`src/rtl/uart_tx_mmio_if.sv`:
```
// Byte-lane bus port shared by the memory-mapped peripherals: write strobes,
// a read enable and a registered read-data return.
interface uart_tx_mmio_if #(
    parameter int DW = 32,
    parameter int AW = 32
);
    logic [3:0]    wen;
    logic [AW-1:0] w_addr;
    logic [DW-1:0] w_data;
    logic          ren;
    logic [AW-1:0] r_addr;
    logic [DW-1:0] r_data;

    modport master (
        output wen, w_addr, w_data, ren, r_addr,
        input  r_data
    );

    modport slave (
        input  wen, w_addr, w_data, ren, r_addr,
        output r_data
    );
endinterface

```
`src/rtl/uart_tx_mmio.sv`:
```
// Memory-mapped 8N1 UART transmitter: TXDATA stores queue bytes in a small
// FIFO that a divisor-paced serializer drains onto txd.
module uart_tx_mmio #(
    parameter int              DW         = 32,
    parameter int              AW         = 32,
    parameter logic [AW-1:0]   BASE_ADDR  = 32'h1000_0000,
    parameter int              FIFO_DEPTH = 4,
    parameter logic [15:0]     DIV_RESET  = 16'd868
) (
    input  logic             clk,
    input  logic             rst,
    uart_tx_mmio_if.slave    bus,
    output logic             txd
);

    localparam int PW = (FIFO_DEPTH > 1) ? $clog2(FIFO_DEPTH) : 1;
    localparam int CW = PW + 1;

    typedef enum logic [1:0] {
        S_IDLE  = 2'd0,
        S_START = 2'd1,
        S_DATA  = 2'd2,
        S_STOP  = 2'd3
    } state_t;

    state_t        state_r;
    logic          txd_r;
    logic [7:0]    shift_r;
    logic [2:0]    bit_idx_r;
    logic [15:0]   bit_cnt_r;
    logic [15:0]   bit_div_r;
    logic [15:0]   baud_div_r;
    logic [PW-1:0] wr_ptr_r;
    logic [PW-1:0] rd_ptr_r;
    logic [CW-1:0] count_r;
    logic [7:0]    fifo_mem_r [FIFO_DEPTH];
    logic [DW-1:0] r_data_r;

    logic          w_sel_s;
    logic          r_sel_s;
    logic          push_s;
    logic          pop_s;
    logic          full_s;
    logic          empty_s;
    logic          busy_s;
    logic          bit_last_s;
    logic [15:0]   div_eff_s;
    logic [3:0]    status_cnt_s;
    logic [DW-1:0] status_s;
    logic [DW-1:0] rd_mux_s;
    logic          unused_s;

    // Address decode, FIFO handshakes and bit-timing status
    always_comb begin
        w_sel_s      = (bus.w_addr[AW-1:4] == BASE_ADDR[AW-1:4]);
        r_sel_s      = (bus.r_addr[AW-1:4] == BASE_ADDR[AW-1:4]);
        full_s       = (count_r == CW'(FIFO_DEPTH));
        empty_s      = (count_r == {CW{1'b0}});
        busy_s       = (state_r != S_IDLE);
        bit_last_s   = (bit_cnt_r == (bit_div_r - 16'd1));
        div_eff_s    = (baud_div_r == 16'd0) ? 16'd1 : baud_div_r;
        // Full is judged on the count before any same-cycle pop
        push_s       = w_sel_s && (bus.w_addr[3:2] == 2'd0) && bus.wen[0] && !full_s;
        pop_s        = !empty_s && ((state_r == S_IDLE) ||
                                    ((state_r == S_STOP) && bit_last_s));
        status_cnt_s = 4'(count_r);
        status_s     = DW'({24'd0, status_cnt_s, 1'b0, empty_s, full_s, busy_s});
        unused_s     = ^{bus.w_data[DW-1:16], bus.w_addr[1:0], bus.r_addr[1:0], bus.wen[3:2]};
    end

    // Read-data mux; TXDATA and the reserved slot read as zero
    always_comb begin
        rd_mux_s = {DW{1'b0}};
        case (bus.r_addr[3:2])
            2'd1:    rd_mux_s = status_s;
            2'd2:    rd_mux_s = DW'(baud_div_r);
            default: rd_mux_s = {DW{1'b0}};
        endcase
    end

    // FIFO pointers, occupancy and the baud divisor register
    always_ff @(posedge clk) begin
        if (rst) begin
            wr_ptr_r   <= {PW{1'b0}};
            rd_ptr_r   <= {PW{1'b0}};
            count_r    <= {CW{1'b0}};
            baud_div_r <= DIV_RESET;
        end else begin
            if (push_s) begin
                wr_ptr_r <= wr_ptr_r + PW'(1);
            end
            if (pop_s) begin
                rd_ptr_r <= rd_ptr_r + PW'(1);
            end
            case ({push_s, pop_s})
                2'b10:   count_r <= count_r + CW'(1);
                2'b01:   count_r <= count_r - CW'(1);
                default: count_r <= count_r;
            endcase
            if (w_sel_s && (bus.w_addr[3:2] == 2'd2) && bus.wen[0]) begin
                baud_div_r[7:0] <= bus.w_data[7:0];
            end
            if (w_sel_s && (bus.w_addr[3:2] == 2'd2) && bus.wen[1]) begin
                baud_div_r[15:8] <= bus.w_data[15:8];
            end
        end
    end

    // FIFO storage; contents are don't-care while the count says empty
    always_ff @(posedge clk) begin
        if (push_s) begin
            fifo_mem_r[wr_ptr_r] <= bus.w_data[7:0];
        end
    end

    // Serializer: txd is registered alongside the state it belongs to
    always_ff @(posedge clk) begin
        if (rst) begin
            state_r   <= S_IDLE;
            txd_r     <= 1'b1;
            shift_r   <= 8'd0;
            bit_idx_r <= 3'd0;
            bit_cnt_r <= 16'd0;
            bit_div_r <= 16'd1;
        end else begin
            case (state_r)
                S_IDLE: begin
                    txd_r     <= 1'b1;
                    bit_cnt_r <= 16'd0;
                    if (pop_s) begin
                        shift_r   <= fifo_mem_r[rd_ptr_r];
                        bit_div_r <= div_eff_s;
                        txd_r     <= 1'b0;
                        state_r   <= S_START;
                    end
                end
                S_START: begin
                    if (bit_last_s) begin
                        bit_cnt_r <= 16'd0;
                        bit_div_r <= div_eff_s;
                        bit_idx_r <= 3'd0;
                        txd_r     <= shift_r[0];
                        state_r   <= S_DATA;
                    end else begin
                        bit_cnt_r <= bit_cnt_r + 16'd1;
                    end
                end
                S_DATA: begin
                    if (bit_last_s) begin
                        bit_cnt_r <= 16'd0;
                        bit_div_r <= div_eff_s;
                        if (bit_idx_r == 3'd7) begin
                            txd_r   <= 1'b1;
                            state_r <= S_STOP;
                        end else begin
                            txd_r     <= shift_r[bit_idx_r + 3'd1];
                            bit_idx_r <= bit_idx_r + 3'd1;
                        end
                    end else begin
                        bit_cnt_r <= bit_cnt_r + 16'd1;
                    end
                end
                S_STOP: begin
                    if (bit_last_s) begin
                        bit_cnt_r <= 16'd0;
                        bit_div_r <= div_eff_s;
                        // Chain straight into the next start bit when data waits
                        if (pop_s) begin
                            shift_r <= fifo_mem_r[rd_ptr_r];
                            txd_r   <= 1'b0;
                            state_r <= S_START;
                        end else begin
                            txd_r   <= 1'b1;
                            state_r <= S_IDLE;
                        end
                    end else begin
                        bit_cnt_r <= bit_cnt_r + 16'd1;
                    end
                end
                default: begin
                    txd_r   <= 1'b1;
                    state_r <= S_IDLE;
                end
            endcase
        end
    end

    // Registered read port, zero when not addressed so buses can be OR-ed
    always_ff @(posedge clk) begin
        if (rst) begin
            r_data_r <= {DW{1'b0}};
        end else if (bus.ren && r_sel_s) begin
            r_data_r <= rd_mux_s;
        end else begin
            r_data_r <= {DW{1'b0}};
        end
    end

    assign bus.r_data = r_data_r;
    assign txd        = txd_r;

endmodule
```
`src/flat_wrapper.sv`:
```
// flat-port wrapper written by rule: the top's interface ports become plain ports
module uart_tx_mmio_flat 
#(
    parameter int              DW         = 32,
    parameter int              AW         = 32,
    parameter logic [AW-1:0]   BASE_ADDR  = 32'h1000_0000,
    parameter int              FIFO_DEPTH = 4,
    parameter logic [15:0]     DIV_RESET  = 16'd868
)
  (clk, rst, txd, bus_wen, bus_w_addr, bus_w_data, bus_ren, bus_r_addr, bus_r_data);
  uart_tx_mmio_if #(.DW(DW), .AW(AW)) bus_i ();
  input  logic clk;
  input  logic rst;
  output logic txd;
  input wire logic [$bits(bus_i.wen)-1:0] bus_wen;
  input wire logic [$bits(bus_i.w_addr)-1:0] bus_w_addr;
  input wire logic [$bits(bus_i.w_data)-1:0] bus_w_data;
  input wire logic [$bits(bus_i.ren)-1:0] bus_ren;
  input wire logic [$bits(bus_i.r_addr)-1:0] bus_r_addr;
  output wire logic [$bits(bus_i.r_data)-1:0] bus_r_data;
  assign bus_i.wen = bus_wen;
  assign bus_i.w_addr = bus_w_addr;
  assign bus_i.w_data = bus_w_data;
  assign bus_i.ren = bus_ren;
  assign bus_i.r_addr = bus_r_addr;
  assign bus_r_data = bus_i.r_data;
  uart_tx_mmio #(.DW(DW), .AW(AW), .BASE_ADDR(BASE_ADDR), .FIFO_DEPTH(FIFO_DEPTH), .DIV_RESET(DIV_RESET)) u_core (.clk(clk), .rst(rst), .bus(bus_i), .txd(txd));
endmodule
```
`config.mk`:
```
export PLATFORM = sky130hd
export DESIGN_NAME = uart_tx_mmio_flat
export DESIGN_NICKNAME = d
export VERILOG_FILES = /design/src/rtl/uart_tx_mmio_if.sv /design/src/rtl/uart_tx_mmio.sv /design/src/flat_wrapper.sv
export SDC_FILE = /design/constraint.sdc
export NUM_CORES = 1
export LEC_CHECK = 0
export CORE_ASPECT_RATIO = 1.5
export CORE_MARGIN = 1
export CORE_UTILIZATION = 54
export DETAILED_ROUTE_END_ITERATION = 8
export HOLD_SLACK_MARGIN = 0.06
export PLACE_DENSITY = 0.85
export RECOVER_POWER = 25
export SETUP_SLACK_MARGIN = 0.15
export SYNTH_ARGS = -nofsm -noshare
export SYNTH_HDL_FRONTEND = slang
export SYNTH_SLANG_ARGS = --single-unit
```
`constraint.sdc`:
```
create_clock -name clk -period 6.8 [get_ports clk]
set_input_delay 1.36 -clock clk [delete_from_list [all_inputs] [get_ports clk]]
set_output_delay 1.36 -clock clk [all_outputs]
set_load 0.005 [all_outputs]
```
## Yosys cells after proc, flatten, opt, wreduce, memory -nomap -nowiden

Memory sizes are Yosys's and may differ from the RTL's. A register that Yosys moved wholly into a read port is not among the register bits.
Index checks and enable logic that the tools add are counted.

- Output and inout port bits: 33
- Input port bits: 103
- Memories kept: 1
- Logic and storage cells: 103
- Bits in writable memories: 32
- Flip-flop bits (word level): 101

- Reductions and logical operators: 27
- Mux-type cells: 34
- $add $sub $neg: 7
- Order comparisons: 1
- Bitwise operators: 1
- Equal/unequal tests: 20

Memory list:

| memory | words | width | read ports | clocked after memory_dff | wr ports | line | text |
|---|---|---|---|---|---|---|---|
| u_core.fifo_mem_r | 4 | 8 | 1 | 1 | 1 | uart_tx_mmio.sv:36 | `logic [7:0] fifo_mem_r [FIFO_DEPTH];` |

Operators with widths:

| operator | number |
|---|---|
| 16-bit case mux with 2 select lines | 3 |
| 16-bit two-way mux | 4 |
| 28-bit by 25-bit == test with 1-bit output (second input constant) | 2 |
| 16-bit by 1-bit adder with 16-bit output (second input constant) | 1 |
| 16-bit == test | 1 |
| 16-bit zero test | 1 |
| 8-bit two-way mux | 2 |
| 8-bit case mux with 2 select lines | 1 |
| 16-bit by 1-bit subtractor with 16-bit output (second input constant) | 1 |
| 2-bit two-way mux | 7 |
| 2-bit by 1-bit inequality test with 1-bit output (second input constant) | 6 |
| 3-bit case mux with 2 select lines | 2 |
| 2-bit == test (second input constant) | 5 |
| 1-bit logical AND | 9 |
| 1-bit two-way mux | 9 |
| 3-bit two-way mux | 3 |
| 2-bit case mux with 4 select lines | 1 |
| 2-bit nonzero test | 4 |
| 3-bit by 1-bit adder with 3-bit output (second input constant) | 2 |
| 2-bit by 1-bit == test with 1-bit output (second input constant) | 3 |
| 3-bit == test (second input constant) | 2 |
| 5-bit AND reduction | 1 |
| 2-bit by 1-bit adder with 2-bit output (second input constant) | 2 |
| 2-bit zero test | 2 |
| other kinds (14) | 16 |

## Longest topological paths before layout

- Depth in word-level cells: 8
- Gate-level depth with buffers: 15

## Worst setup path after synthesis

No wires, ideal clock.

- Kind: register to register
- From: reg u_core.bit_div_r[0]
- To: reg u_core.count_r[2]
- Clock period less this slack: 3,798 ps
- Data required time: 6,729 ps
- Path buffers: 0
- Setup time: 71 ps
- Slack: 3,002 ps
- Stages on the path, launching flop included: 16
- Data arrival time: 3,728 ps
- Cell sequence: dfxtp_1 -> inv_1 -> ha_1 -> or3b_2 -> or4_1 -> a211oi_2 -> o22ai_1 -> nor4_2 -> nand3_1 -> a21oi_1 -> ha_1 -> inv_1 -> fa_1 -> xor2_1 -> or3_1 -> a21oi_1

- Longest elaborated chain between the ends: 7
- Elaborated cells between the ends (all ways): 9
- Those cells by class: 1 x add/sub; 3 x eq/ne; 1 x mux; 4 x reduce/logical

RTL lines:

| what | line | text |
|---|---|---|
| from (decl) | uart_tx_mmio.sv:31 | `logic [15:0] bit_div_r;` |
| from (signal assigned) | uart_tx_mmio.sv:132 | `bit_div_r <= div_eff_s;` |
| from (signal assigned) | uart_tx_mmio.sv:140 | `bit_div_r <= div_eff_s;` |
| from (signal assigned) | uart_tx_mmio.sv:151 | `bit_div_r <= div_eff_s;` |
| 16-bit by 1-bit subtractor with 16-bit output * | uart_tx_mmio.sv:60 | `bit_last_s = (bit_cnt_r == (bit_div_r - 16'd1));` |
| 16-bit == test * | uart_tx_mmio.sv:60 |  |
| 1-bit logical AND * | uart_tx_mmio.sv:65 | `((state_r == S_STOP) && bit_last_s));` |
| 1-bit logical OR * | uart_tx_mmio.sv:64 | `pop_s = !empty_s && ((state_r == S_IDLE) \|\|` |
| 1-bit logical AND * | uart_tx_mmio.sv:64 |  |
| net u_core.pop_s | uart_tx_mmio.sv:42 | `logic pop_s;` |
| 2-bit by 1-bit == test with 1-bit output / 2-bit == test (equally long branches) | uart_tx_mmio.sv:95 | `case ({push_s, pop_s})` |
| 3-bit case mux with 2 select lines / 2-bit nonzero test (equally long branches) | - |  |
| to (signal assigned) | uart_tx_mmio.sv:96 | `2'b10: count_r <= count_r + CW'(1);` |
| to (signal assigned) | uart_tx_mmio.sv:97 | `2'b01: count_r <= count_r - CW'(1);` |
| to (signal assigned) | uart_tx_mmio.sv:98 | `default: count_r <= count_r;` |
| to (decl) | uart_tx_mmio.sv:35 | `logic [CW-1:0] count_r;` |

Mark *: on every way through the listed nets, which the timed path passes. The rest lies on a longest branch.
A chain may end at the register's enable or synchronous reset.

## Worst setup path in the final report

Same ends and word-level chain as after synthesis.

==> run metrics <==
Synth async-reset ratio=0%; Worst path slowest cell=nor3b_1; CP Capture Point=u_core.count_r[2]; RR Endpoint=u_core.count_r[2]; Distinct cells, synth=61; Clock Latency Late Sink=0.42 ns; top cells by area in the synthesized netlist=dfxtp_1, edfxtp_1, mux2i_1; Worst Path Required=7.15 ns; Worst Setup Start Kind=flop; Die Span Y=129 um; relative slew slack=34.0%; Crit. End Element=flop; final worst path period share=69.5%; initial core utilization=55.2%; Layout Nets=793; core area=10500 um^2; Antenna Nets Post-Route=0; PwrDens=229 nW/um^2; Post-CTS Repair Setup Buffers=0; Die Wd=86.8 um; cell area after synthesis=5820 um^2; largest net degree at the start of global routing=36; Post-synth EDFFs=32; Top Family by Delay on Critical Path=simple AND/OR/NAND/NOR gates; Max Clk Rate=0.212 GHz; router iterations before antenna repair=7; CP Class=flop to flop; grt ovf=0; Critical Path AT=5.08 ns; post-route setup slack=2.07 ns; Root Buffer=clkbuf_16; layout cells sized above 1=8.16%; Pleak=0.00272 uW; Setup Viol. Count Final=0; HPWL after DPL=9.88 mm; Worst Path Max Fanout=7; Area Overhead vs Synth=27.1%; Global Route Usage Sum=27.8%; CTS tree=yes; Final Hold Violating Endpoints=0; final hold slack=0.470 ns; Iter 0 DRT Violations=353; Top FF cell, synth=dfxtp_1; Final Max Slew Viols=0; initial antenna violation count=0; Crit path largest cell delay=0.76 ns; area fraction of the dominant cell type after synthesis=29.9%; min Tclk post-route=4.73 ns; gp weighted congestion=0.823; first-pass GRT wire length=23.6 mm; routed via count=4860; Power, Total=1690 uW; max-cap check violation count=0; top post-synthesis cells by count=dfxtp_1, nand2_1, nor2_1, mux2i_1, edfxtp_1; flops & latches, synth=119; Via-to-Cell Ratio=5.86; Buf+Inv Stages, Crit Path=2; # diodes=0; Fin Clk Skew=0.00669 ns; critical path, cell by cell=inv_1 -> ha_1 -> nor3b_1 -> a21boi_0 -> o32ai_1 -> a31oi_1 -> nor4_2 -> nand3_1 -> a21oi_1 -> ha_1 -> inv_1 -> fa_1 -> xor2_1 -> or3_1 -> a21oi_1; final WL=14.7 mm; Post-CTS Hold Buffers=0; htree depth=4; Final Util=70.2%; RSZ-0062 raised after global routing=no; worst slew pin tran=0.980 ns; Residual DRC=0; Total Neg Setup Slack=0 ns; Clock Pin Slew Worst Setup and Hold Paths=0.06 ns; worst setup path start=u_core.bit_div_r[0]; DIE AREA=11200 um^2; vias in the first global route=4907; Worst VDD drop=174 uV; I/O pins=136; worst r2r src=u_core.bit_div_r[0]; PortBufs=97; cts repair resizes=0; Num CTS Buffers=17; maximum root-to-sink buffer count=2; worst r2r path cells=15; syn avg cell area=9.95 um^2; Hold Path Class=flop to flop; r2r setup slk=2.07 ns; sequential area share after synthesis=46.5%; Clock Sinks=119; row count=46; Synth Warn #=0; status=completed; most common cell in the netlist=dfxtp_1; Yosys top cell by area=dfxtp_1; Post-Place Worst Slack=2.37 ns; post-synthesis instance total=585; critical path depth=15; drt wl/cell=17.8 um
[how the worst min path moves through the flow]
stage	start	to	slack, ns	depth (start not counted)
after floorplan	u_core.shift_r[4]	u_core.shift_r[4]	0.43	2
after CTS	u_core.shift_r[5]	u_core.shift_r[5]	0.47	2
final	u_core.shift_r[5]	u_core.shift_r[5]	0.47	2
after global routing	u_core.shift_r[5]	u_core.shift_r[5]	0.48	2
after detailed placement	u_core.shift_r[6]	u_core.shift_r[6]	0.45	2
after global placement	u_core.shift_r[6]	u_core.shift_r[6]	0.44	2
[registers in the layout (all words and copies together) (netlist names), named ones only]
| signal | count |
|---|---|
| u_core.baud_div_r | 16 |
| u_core.txd | 1 |
| u_core.state_r | 2 |
| u_core.bit_cnt_r | 16 |
| u_core.fifo_mem_r | 32 |
| u_core.rd_ptr_r | 2 |
| u_core.bit_div_r | 16 |
| u_core.bit_idx_r | 3 |
| u_core.bus.r_data | 16 |
| u_core.wr_ptr_r | 2 |
| u_core.shift_r | 8 |
| u_core.count_r | 3 |
[cells in the final DEF, fill, tap and decap left out, types with 17 or more instances in the layout]
| cell | count |
|---|---|
| nor4_1 | 22 |
| xnor2_1 | 23 |
| mux2i_1 | 46 |
| nand2_1 | 71 |
| edfxtp_1 | 32 |
| clkbuf_16 | 17 |
| nor2_1 | 54 |
| dlygate4sd3_1 | 18 |
| clkdlybuf4s50_1 | 79 |
| dfxtp_1 | 87 |
| inv_1 | 19 |
[cells by family (layout without fill, tap and decap cells)]
logic type,count (synthesis),in the layout,share of synthesized area (%)
simple gates,232,232,19.5
flops,119,119,46.5
buf+inv,67,153,5.61
mux,58,58,12.2
compound gates,53,53,6.65
xor+xnor,38,38,5.72
fa+ha+maj,17,17,3.78
other cells,1,16,0.0645
[layout make-up]
cell class / instances / area, um^2
Fill cell: 696 / 3140
Multi-Input combinational cell: 414 / 2850
Sequential cell: 119 / 2700
Timing Repair Buffer: 101 / 1000
Clock buffer: 17 / 425
Tap cell: 144 / 180
Clock inverter: 15 / 165
Inverter: 20 / 75.1
[layer usage]
metal  GRT usage (%)  share of wire, %
met1            28.4                36
met2            50.2                54
met3            6.50               5.4
met4            18.3               4.9
met5               0                 0
[through the flow]
| step | std cells | cell area, um^2 |
|---|---|---|
| finish | 830 | 7390 |
| CTS | 830 | 7390 |
| global route | 830 | 7390 |
| global placement | 798 | 6800 |
| floorplan | 600 | 5870 |
| detailed placement | 798 | 6800 |
[worst reg2reg max path, cell delays in order (launching register included)]
cell	delay (ns)
dfxtp_1	0.36
inv_1	0.08
ha_1	0.24
nor3b_1	0.77
a21boi_0	0.24
o32ai_1	0.32
a31oi_1	0.12
nor4_2	0.75
nand3_1	0.19
a21oi_1	0.24
ha_1	0.22
inv_1	0.07
fa_1	0.38
xor2_1	0.18
or3_1	0.33
a21oi_1	0.17
[report_power, final]
| group | internal (uW) | switching, uW | total [uW] |
|---|---|---|---|
| combinational | 43.8 | 25.9 | 69.7 |
| clock | 546 | 348 | 894 |
| sequential | 727 | 0.0000105 | 727 |
Note: power is estimated with default switching activity, not from simulation.
